--- src/rtl/vga_pkg.sv ---
// vga_pkg: AXI constants and the state type shared by the frame-buffer write path
package vga_pkg;

    localparam logic [1:0] AXI4_OKAY    = 2'b00;
    localparam logic [1:0] AXI4_SLVERR  = 2'b10;
    localparam logic [2:0] AXSIZE_16B   = 3'b100;
    localparam logic [1:0] AXBURST_INCR = 2'b01;

    typedef enum logic [2:0] {
        CS_IDLE,
        CS_AW,
        CS_W,
        CS_NEXT,
        CS_DRAIN
    } fbw_cs_t;

endpackage

--- src/rtl/fbw_burst_calc.sv ---
// fbw_burst_calc: beats for the next burst, limited by words left, MAX_BURST and the 4 KB page end
module fbw_burst_calc #(
    parameter int MAX_BURST = 16
) (
    input  logic [11:0] cur_addr,
    input  logic [8:0]  words_left,
    output logic [12:0] len
);

    logic [12:0] room;
    logic [12:0] words;
    logic [12:0] cap;

    // smallest of the three limits; the address is 16-byte aligned so room is never 0
    always_comb begin
        room  = (13'h1000 - {1'b0, cur_addr}) >> 4;
        words = {4'b0, words_left};
        cap   = 13'(MAX_BURST);
        len   = (words < cap) ? words : cap;
        len   = (room < len) ? room : len;
    end

endmodule

--- src/rtl/fb_line_writer.sv ---
// fb_line_writer: writes a pixel stream to DDR as AXI4 bursts, one scanline at a time
module fb_line_writer
    import vga_pkg::*;
#(
    parameter int MAX_BURST       = 16,
    parameter int MAX_OUTSTANDING = 4
) (
    input  logic         mem_clk,
    input  logic         mem_reset_n,
    input  logic         start,
    input  logic [26:0]  base_addr,
    input  logic [12:0]  pitch,
    input  logic [8:0]   line_words,
    input  logic [11:0]  line_count,
    output logic         busy,
    output logic         done,
    output logic         err,
    input  logic         pix_valid,
    output logic         pix_ready,
    input  logic [127:0] pix_data,
    output logic [3:0]   mem_awid,
    output logic [26:0]  mem_awaddr,
    output logic [7:0]   mem_awlen,
    output logic [2:0]   mem_awsize,
    output logic [1:0]   mem_awburst,
    output logic         mem_awlock,
    output logic         mem_awvalid,
    input  logic         mem_awready,
    output logic [127:0] mem_wdata,
    output logic [15:0]  mem_wstrb,
    output logic         mem_wlast,
    output logic         mem_wvalid,
    input  logic         mem_wready,
    input  logic [3:0]   mem_bid,
    input  logic [1:0]   mem_bresp,
    input  logic         mem_bvalid,
    output logic         mem_bready
);

    fbw_cs_t     state;
    logic [26:0] line_addr;
    logic [26:0] cur_addr;
    logic [12:0] pitch_q;
    logic [8:0]  line_words_q;
    logic [8:0]  words_left;
    logic [11:0] lines_left;
    logic [7:0]  beat;
    logic [3:0]  outst;

    logic [26:0] next_line;
    logic [26:0] calc_addr;
    logic [8:0]  calc_words;
    logic [12:0] len;
    logic [8:0]  burst_len;
    logic        new_line;
    logic        in_w;
    logic        start_ok;
    logic        aw_hs;
    logic        w_hs;
    logic        b_dec;
    logic        room_ok;
    logic        bid_unused;

    assign mem_awid    = '0;
    assign mem_awsize  = AXSIZE_16B;
    assign mem_awburst = AXBURST_INCR;
    assign mem_awlock  = 1'b0;
    assign mem_wstrb   = '1;
    assign mem_bready  = 1'b1;
    assign bid_unused  = ^mem_bid;

    assign next_line = line_addr + {14'b0, pitch_q};
    assign burst_len = {1'b0, mem_awlen} + 9'd1;
    assign in_w      = (state == CS_W);
    assign start_ok  = (state == CS_IDLE) && start && !busy;
    assign aw_hs     = mem_awvalid && mem_awready;
    assign w_hs      = in_w && pix_valid && mem_wready;
    assign b_dec     = mem_bvalid && ((outst != 4'd0) || aw_hs);
    assign room_ok   = outst < 4'(MAX_OUTSTANDING);

    assign mem_wvalid = in_w && pix_valid;
    assign pix_ready  = in_w && mem_wready;
    assign mem_wdata  = in_w ? pix_data : '0;
    assign mem_wlast  = in_w && (beat == mem_awlen);

    // burst sizing looks ahead to the address/words the next AW will carry
    always_comb begin
        new_line   = (state == CS_NEXT) && (words_left == 9'd0);
        calc_addr  = (state == CS_IDLE) ? base_addr : new_line ? next_line : cur_addr;
        calc_words = (state == CS_IDLE) ? line_words : new_line ? line_words_q : words_left;
    end

    fbw_burst_calc #(
        .MAX_BURST (MAX_BURST)
    ) u_calc (
        .cur_addr   (calc_addr[11:0]),
        .words_left (calc_words),
        .len        (len)
    );

    // frame sequencing: one AW then its W beats, line by line, then wait for all responses
    always_ff @(posedge mem_clk or negedge mem_reset_n) begin
        if (!mem_reset_n) begin
            state        <= CS_IDLE;
            busy         <= 1'b0;
            done         <= 1'b0;
            mem_awvalid  <= 1'b0;
            mem_awaddr   <= '0;
            mem_awlen    <= '0;
            line_addr    <= '0;
            cur_addr     <= '0;
            pitch_q      <= '0;
            line_words_q <= '0;
            words_left   <= '0;
            lines_left   <= '0;
            beat         <= '0;
        end else begin
            done <= 1'b0;
            if (done) busy <= 1'b0;
            case (state)
                CS_IDLE: if (start_ok) begin
                    pitch_q      <= pitch;
                    line_words_q <= line_words;
                    lines_left   <= line_count;
                    line_addr    <= base_addr;
                    cur_addr     <= base_addr;
                    words_left   <= line_words;
                    busy         <= 1'b1;
                    mem_awvalid  <= 1'b1;
                    mem_awaddr   <= calc_addr;
                    mem_awlen    <= 8'(len - 13'd1);
                    state        <= CS_AW;
                end
                CS_AW: if (aw_hs) begin
                    mem_awvalid <= 1'b0;
                    beat        <= '0;
                    state       <= CS_W;
                end else if (!mem_awvalid && room_ok) begin
                    mem_awvalid <= 1'b1;
                    mem_awaddr  <= calc_addr;
                    mem_awlen   <= 8'(len - 13'd1);
                end
                CS_W: if (w_hs) begin
                    beat <= beat + 8'd1;
                    if (mem_wlast) begin
                        cur_addr   <= cur_addr + {14'b0, burst_len, 4'b0};
                        words_left <= words_left - burst_len;
                        state      <= CS_NEXT;
                    end
                end
                CS_NEXT: if (!new_line || lines_left != 12'd1) begin
                    if (new_line) begin
                        line_addr  <= next_line;
                        cur_addr   <= next_line;
                        words_left <= line_words_q;
                        lines_left <= lines_left - 12'd1;
                    end
                    mem_awvalid <= room_ok;
                    mem_awaddr  <= calc_addr;
                    mem_awlen   <= 8'(len - 13'd1);
                    state       <= CS_AW;
                end else begin
                    state <= CS_DRAIN;
                end
                CS_DRAIN: if (outst == 4'd0) begin
                    done  <= 1'b1;
                    state <= CS_IDLE;
                end
                default: state <= CS_IDLE;
            endcase
        end
    end

    // outstanding-response count and sticky error from the B channel
    always_ff @(posedge mem_clk or negedge mem_reset_n) begin
        if (!mem_reset_n) begin
            outst <= '0;
            err   <= 1'b0;
        end else begin
            outst <= outst + {3'b0, aw_hs} - {3'b0, b_dec};
            err   <= start_ok ? 1'b0 : (err || (mem_bvalid && mem_bresp != AXI4_OKAY));
        end
    end

endmodule

--- config.mk ---
export PLATFORM = sky130hd
export DESIGN_NAME = fb_line_writer
export DESIGN_NICKNAME = d
export VERILOG_FILES = /design/src/rtl/vga_pkg.sv /design/src/rtl/fbw_burst_calc.sv /design/src/rtl/fb_line_writer.sv
export SDC_FILE = /design/constraint.sdc
export NUM_CORES = 1
export LEC_CHECK = 0
export CORE_MARGIN = 10
export CORE_UTILIZATION = 43
export DETAILED_ROUTE_END_ITERATION = 7
export PLACE_DENSITY_LB_ADDON = 0.1
export SYNTH_ARGS = -nofsm -noshare
export SYNTH_HDL_FRONTEND = slang
export SYNTH_HIERARCHICAL = 1
export SYNTH_SLANG_ARGS = --single-unit
export TNS_END_PERCENT = 1
--- constraint.sdc ---
create_clock -name mem_clk -period 4.8 [get_ports mem_clk]
set_input_delay 1.44 -clock mem_clk [delete_from_list [all_inputs] [get_ports mem_clk]]
set_output_delay 1.44 -clock mem_clk [all_outputs]
set_load 0.01 [all_outputs]
# Yosys cells after proc, flatten, opt, wreduce, memory -nomap -nowiden
# Index checks and enable logic that the tools add are counted.
# word_totals
elab_cells	132
inputBits	202
regBits	151
# op_classes
reduce_logical	33
n_eq_ne	16
add_sub_neg	10
muxes	55
order_cmp	3
# op_table
operator	count
$mux 27	12
$pmux 27 s3	2
$mux 128	1
$mux 9	7
$mux 8	7
$add 27x13->27	2
$pmux 27 s2	1
$mux 12	3
$pmux 9 s3	1
$pmux 12 s2	1
$pmux 8 s3	1
$mux 3	6
$pmux 8 s2	1
$pmux 3 s5	1
$reduce_and 5->1	3
$ne 2x2->1 const B	7
$sub 13x12->13 const A	1
$ne 12x1->1 const B	1
$sub 12x1->12 const B	1
$logic_and 1x1->1	11
$mux 1	10
$add 8x1->9 const B	1
$logic_not 9->1	1
$lt 9x5->1 const B	1
24 further kinds	34

# Longest topological paths before layout
# depth
ltp_word	12
mapped_depth	27

# Modules after synthesis
# Netlist, hierarchy kept.
# by_module_without_submodules
mod	cells_per_inst	instances	seq_area_each_um2	area_each_um2
fb_line_writer	1434	1	3778.6	11362.1
fbw_burst_calc	66	1	0.0	518.0

# Worst setup path after synthesis
# Ideal clock, no wire load.
# synth_timing
path_type	register to register
from	reg line_addr[0]
to	reg mem_awlen[7]
required_time_ns	4.665
slack_ns	-0.458
setup_time_ns	0.135
stages_incl_launch_ff	24
n_path_buf	1
t_arrival_ns	5.124
path_cell_list	dfrtp_1 -> ha_1 -> inv_1 -> fa_1 -> nand2b_1 -> a21o_1 -> nor2b_1 -> o21ai_0 -> xnor2_1 -> o21ai_0 -> or3_1 -> nor4b_2 -> nand2_1 -> xor2_1 -> ha_1 -> a21o_1 -> a221oi_1 -> o41a_1 -> buf_4 -> mux2i_1 -> or4_1 -> nor4_1 -> xnor2_1 -> o21ai_0
# synth_between
elab_chain_len	10
elab_cells_between_ends	12
# synth_rtl
item	line_no	text
start, declared	fb_line_writer.sv:41	logic [26:0] line_addr;
start signal, assigned	fb_line_writer.sv:125	line_addr <= base_addr;
start signal, assigned	fb_line_writer.sv:153	line_addr <= next_line;
$add 27x13->27 *	fb_line_writer.sv:72	assign next_line = line_addr + {14'b0, pitch_q};
$mux 27 *	n/a	
$mux 27 *	fb_line_writer.sv:89	calc_addr = (state == CS_IDLE) ? base_addr : new_line ? next_line : cur_addr;
net calc_addr[8]	fb_line_writer.sv:51	logic [26:0] calc_addr;
$sub 13x12->13 *	fbw_burst_calc.sv:16	room = (13'h1000 - {1'b0, cur_addr}) >> 4;
$lt 9x9->1	fbw_burst_calc.sv:20	len = (room < len) ? room : len;
$mux 8 *	fbw_burst_calc.sv:20	
net len[4]	fb_line_writer.sv:53	logic [12:0] len;
$sub 8x1->8 *	fb_line_writer.sv:131, fb_line_writer.sv:141, fb_line_writer.sv:160	
$mux 8	fb_line_writer.sv:138	end else if (!mem_awvalid && room_ok) begin
$mux 8	fb_line_writer.sv:134	CS_AW: if (aw_hs) begin
$pmux 8 s3 *	fb_line_writer.sv:120	case (state)
end signal, assigned	fb_line_writer.sv:131	mem_awlen <= 8'(len - 13'd1);
end signal, assigned	fb_line_writer.sv:141	mem_awlen <= 8'(len - 13'd1);
end signal, assigned	fb_line_writer.sv:160	mem_awlen <= 8'(len - 13'd1);
end, declared	fb_line_writer.sv:23	output logic [7:0] mem_awlen,
# Mark *: on every way through the listed nets, which the timed path passes. The rest lies on a longest branch. The select of a mux whose other input is x is not followed.
# A chain may end at the register's enable or synchronous reset.

# Worst setup path after layout
# layout_timing
from	in base_addr[0]
to	reg mem_awlen[7]
# layout_between
elab_chain_len	8
elab_cells_between_ends	10
# layout_rtl
item	line_no	text
start, declared	fb_line_writer.sv:11	input logic [26:0] base_addr,
$mux 27 *	fb_line_writer.sv:89	
net calc_addr[0]	fb_line_writer.sv:51	
$sub 13x12->13 *	fbw_burst_calc.sv:16	
$lt 9x9->1	fbw_burst_calc.sv:20	
$mux 8 *	fbw_burst_calc.sv:20	
net len[5]	fb_line_writer.sv:53	
$sub 8x1->8 *	fb_line_writer.sv:131, fb_line_writer.sv:141, fb_line_writer.sv:160	
$mux 8	fb_line_writer.sv:138	
$mux 8	fb_line_writer.sv:134	
$pmux 8 s3 *	fb_line_writer.sv:120	
# Marked as above.

==> flow_metrics.py <==
metrics = {
    "min_path": {
        "hp-class": "reg -> reg",
        "hold_start": "pitch_q[4]",
        "min_to": "pitch_q[4]",
        "hold-path-cell-count": 2,
    },
    "global_route": {
        "grt_usage_pct": 27.57,
        "grt_pass1_wl_um": 73560,
        "antenna_found_initial": 8,
        "grt_max_degree": 70,
        "gr-total-overflow": 0,
        "grt_pass1_vias": 12680,
    },
    "cts": {
        "cts_sinks": 151,
        "clockBufferDepth": 2,
        "clk-insertion-delay-late_ns": 0.44,
        "cts_made_buffers": 17,
        "clkTransAtPathRegs_ns": 0.06,
        "cts_hold_buf": 0,
        "cts_tree": "yes",
        "htree_levels": 4,
        "cts-root-buf": "clkbuf_16",
    },
    "setup_path": {
        "end_kind": "flop",
        "worstPathArrival_ns": 5.48,
        "path_max_fanout": 4,
        "r2r_cells": 22,
        "critical_path_class": "in -> reg",
        "reg2reg_from": "words_left[6]",
        "cp.required_ns": 5.11,
        "r2r_slack_ns": -0.35,
        "critPathLaunchType": "primary input",
        "reg2reg_to": "mem_awlen[7]",
    },
    "timing": {
        "skew_ns": 0.01523,
        "finalMaxSlewViolations": 0,
        "worst_slew_pin_slew_ns": 1.092,
        "fin_crit_sh_pct": 107.6,
        "rsz0062_at_grt": "true",
        "fmax_mhz": 193.6,
        "slew_headroom_pct": 27.23,
        "finalHoldViolCount": 0,
        "setup_slack_ns": -0.3653,
        "timing.setup.tns_ns": -0.9977,
        "whs_ns": 0.4857,
        "fin_crit_ns": 5.165,
        "setup-violations-final": 5,
    },
    "final_layout": {
        "post-route-cell-area_sq_mm": 0.01774,
        "n_antenna_cell": 0,
        "syn_to_final_growth_pct": 49.82,
        "nets": 2204,
        "drive_above_1_share_pct": 14.74,
        "nFillCells": 2261,
    },
    "floorplan": {
        "dieHeight_um": 185.9,
        "ioPinCount": 399,
        "die_x_um": 185.9,
        "die-area_sq_mm": 0.03458,
        "coreArea_sq_mm": 0.02703,
        "fp-row-count": 60,
        "start_util_pct": 43.81,
    },
    "place": {
        "dp_hpwl_um": 37950,
        "globalplace.congestion": 0.9283,
        "place_area_sq_mm": 0.01654,
        "numPortBuffers": 367,
    },
    "detailed_routing": {
        "drc": 0,
        "antenna_left": 0,
        "wl_um": 49330,
        "wire_per_inst_um": 21.44,
        "first_pass_iters": 5,
        "dr_total_vias": 13020,
        "drt_iter0_markers": 1095,
        "vias_per_cell": 5.659,
    },
    "power": {
        "switchingPower_uw": 5773,
        "total_power_uw": 12640,
        "p_int_uw": 6862,
        "p_clk_share_pct": 12.1,
        "power_frac_comb_pct": 68.0,
        "sw_frac_of_total_pct": 45.69,
        "seqPwrFrac_pct": 19.9,
        "p_leak_uw": 0.007577,
        "power.density_mw_per_mm2": 712.2,
        "ir_drop_uv": 385.5,
    },
    "status": {
        "violations": "setup timing",
        "outcome": "complete, but fails checks",
    },
    "job": {
        "drv_cap": 0,
    },
    "synth": {
        "syn_area_per_cell_sq_um": 7.926,
        "synth_area_sq_mm": 0.01184,
        "ys_warn_count": 6,
        "syn-instance-count": 1494,
    },
}
==> cell usage in the layout (no fill, tap or decap), types with 20 or more instances in the layout <==
cell	instances
clkdlybuf4s50_1	362
nand2_1	181
buf_4	154
dfrtp_1	151
and2_1	134
nor2_1	127
a21oi_1	116
o21ai_0	88
ha_1	44
inv_1	43
xor2_1	36
nand3_1	33
a31oi_1	33
conb_1	31
nor3_1	24
xnor2_1	23
and3_1	20
mux2_2	20
==> layout make-up <==
class	instances	area (sq um)	area share, %
inverters	44	165.2	0.9310
clock inverters	13	219.0	1.234
well taps	341	426.7	2.405
clock buffers	18	439.2	2.475
repair buffers	530	4957	27.94
multi-input cells	1204	7755	43.71
flip-flops and latches	151	3779	21.30
==> worst max-delay path, cell delays in order <==
cell             delay (ns)
clkdlybuf4s15_1        0.19
nor2_1                 0.13
a31oi_2                0.07
nor4_2                 0.28
buf_4                  0.18
or3b_4                 0.43
nor3_4                 0.18
xor2_1                 0.20
inv_1                  0.11
ha_4                   0.29
nand2_1                0.10
o41a_1                 0.47
buf_4                  0.16
buf_6                  0.11
and2_4                 0.15
or4_4                  0.54
nor4_4                 0.24
xnor2_1                0.14
o21ai_1                0.08
==> how the worst max path moves through the flow <==
stage,slack (ns),to,startpoint
3_5_place_dp,-1.09,mem_awlen[7],base_addr[0]
3_3_place_gp,-1.03,mem_awlen[7],base_addr[0]
6_report,-0.37,mem_awlen[7],base_addr[0]
4_1_cts,-0.29,mem_awlen[7],line_addr[0]
2_1_floorplan,-0.37,mem_awlen[7],base_addr[0]
5_1_grt,-0.59,mem_awlen[7],words_left[6]
==> registers in the layout, summed over array words and instances, names as in the netlist, 9 cells and up <==
register / cells
line_addr: 27
cur_addr: 27
lines_left: 12
mem_awaddr: 27
words_left: 9
line_words_q: 9
pitch_q: 13
==> repair_timing <==
item                       4_1_cts  5_1_grt
pin swaps                       32       28
setup endpoints to repair        7        8
gates resized for setup         46       23
buffers inserted                21        7
gates cloned                     0        1
==> per-layer routing <==
metal,share of wire (%),routed length [um],global-route usage [%],vias to the layer above
li1,-,-,-,6119
met5,0.043,21,0,-
met2,51,25200,49.30,595
met4,3.0,1493,8.868,4
met1,37,18150,30.66,6216
met3,9.1,4465,8.091,88
==> per-stage QoR <==
step	setup slack (ns)	util (%)	cells
after CTS	-0.2928	65.01	2294
after global placement	-1.025	61.22	2242
after floorplan	-0.3676	-	1522
after global routing	-0.5912	65.64	2301
final	-0.3653	65.64	2301
after detailed placement	-1.091	61.22	2242
==> power by group through the flow <==
stage,Clock [uW],Combinational (uW),Sequential (uW)
detailed placement,0,7830,2510
global route,1600,9380,2600
floorplan,0,4850,2360
CTS,1550,8320,2500
global placement,0,7700,2480
finish,1530,8590,2520
Note: power is estimated with default switching activity, not from simulation.
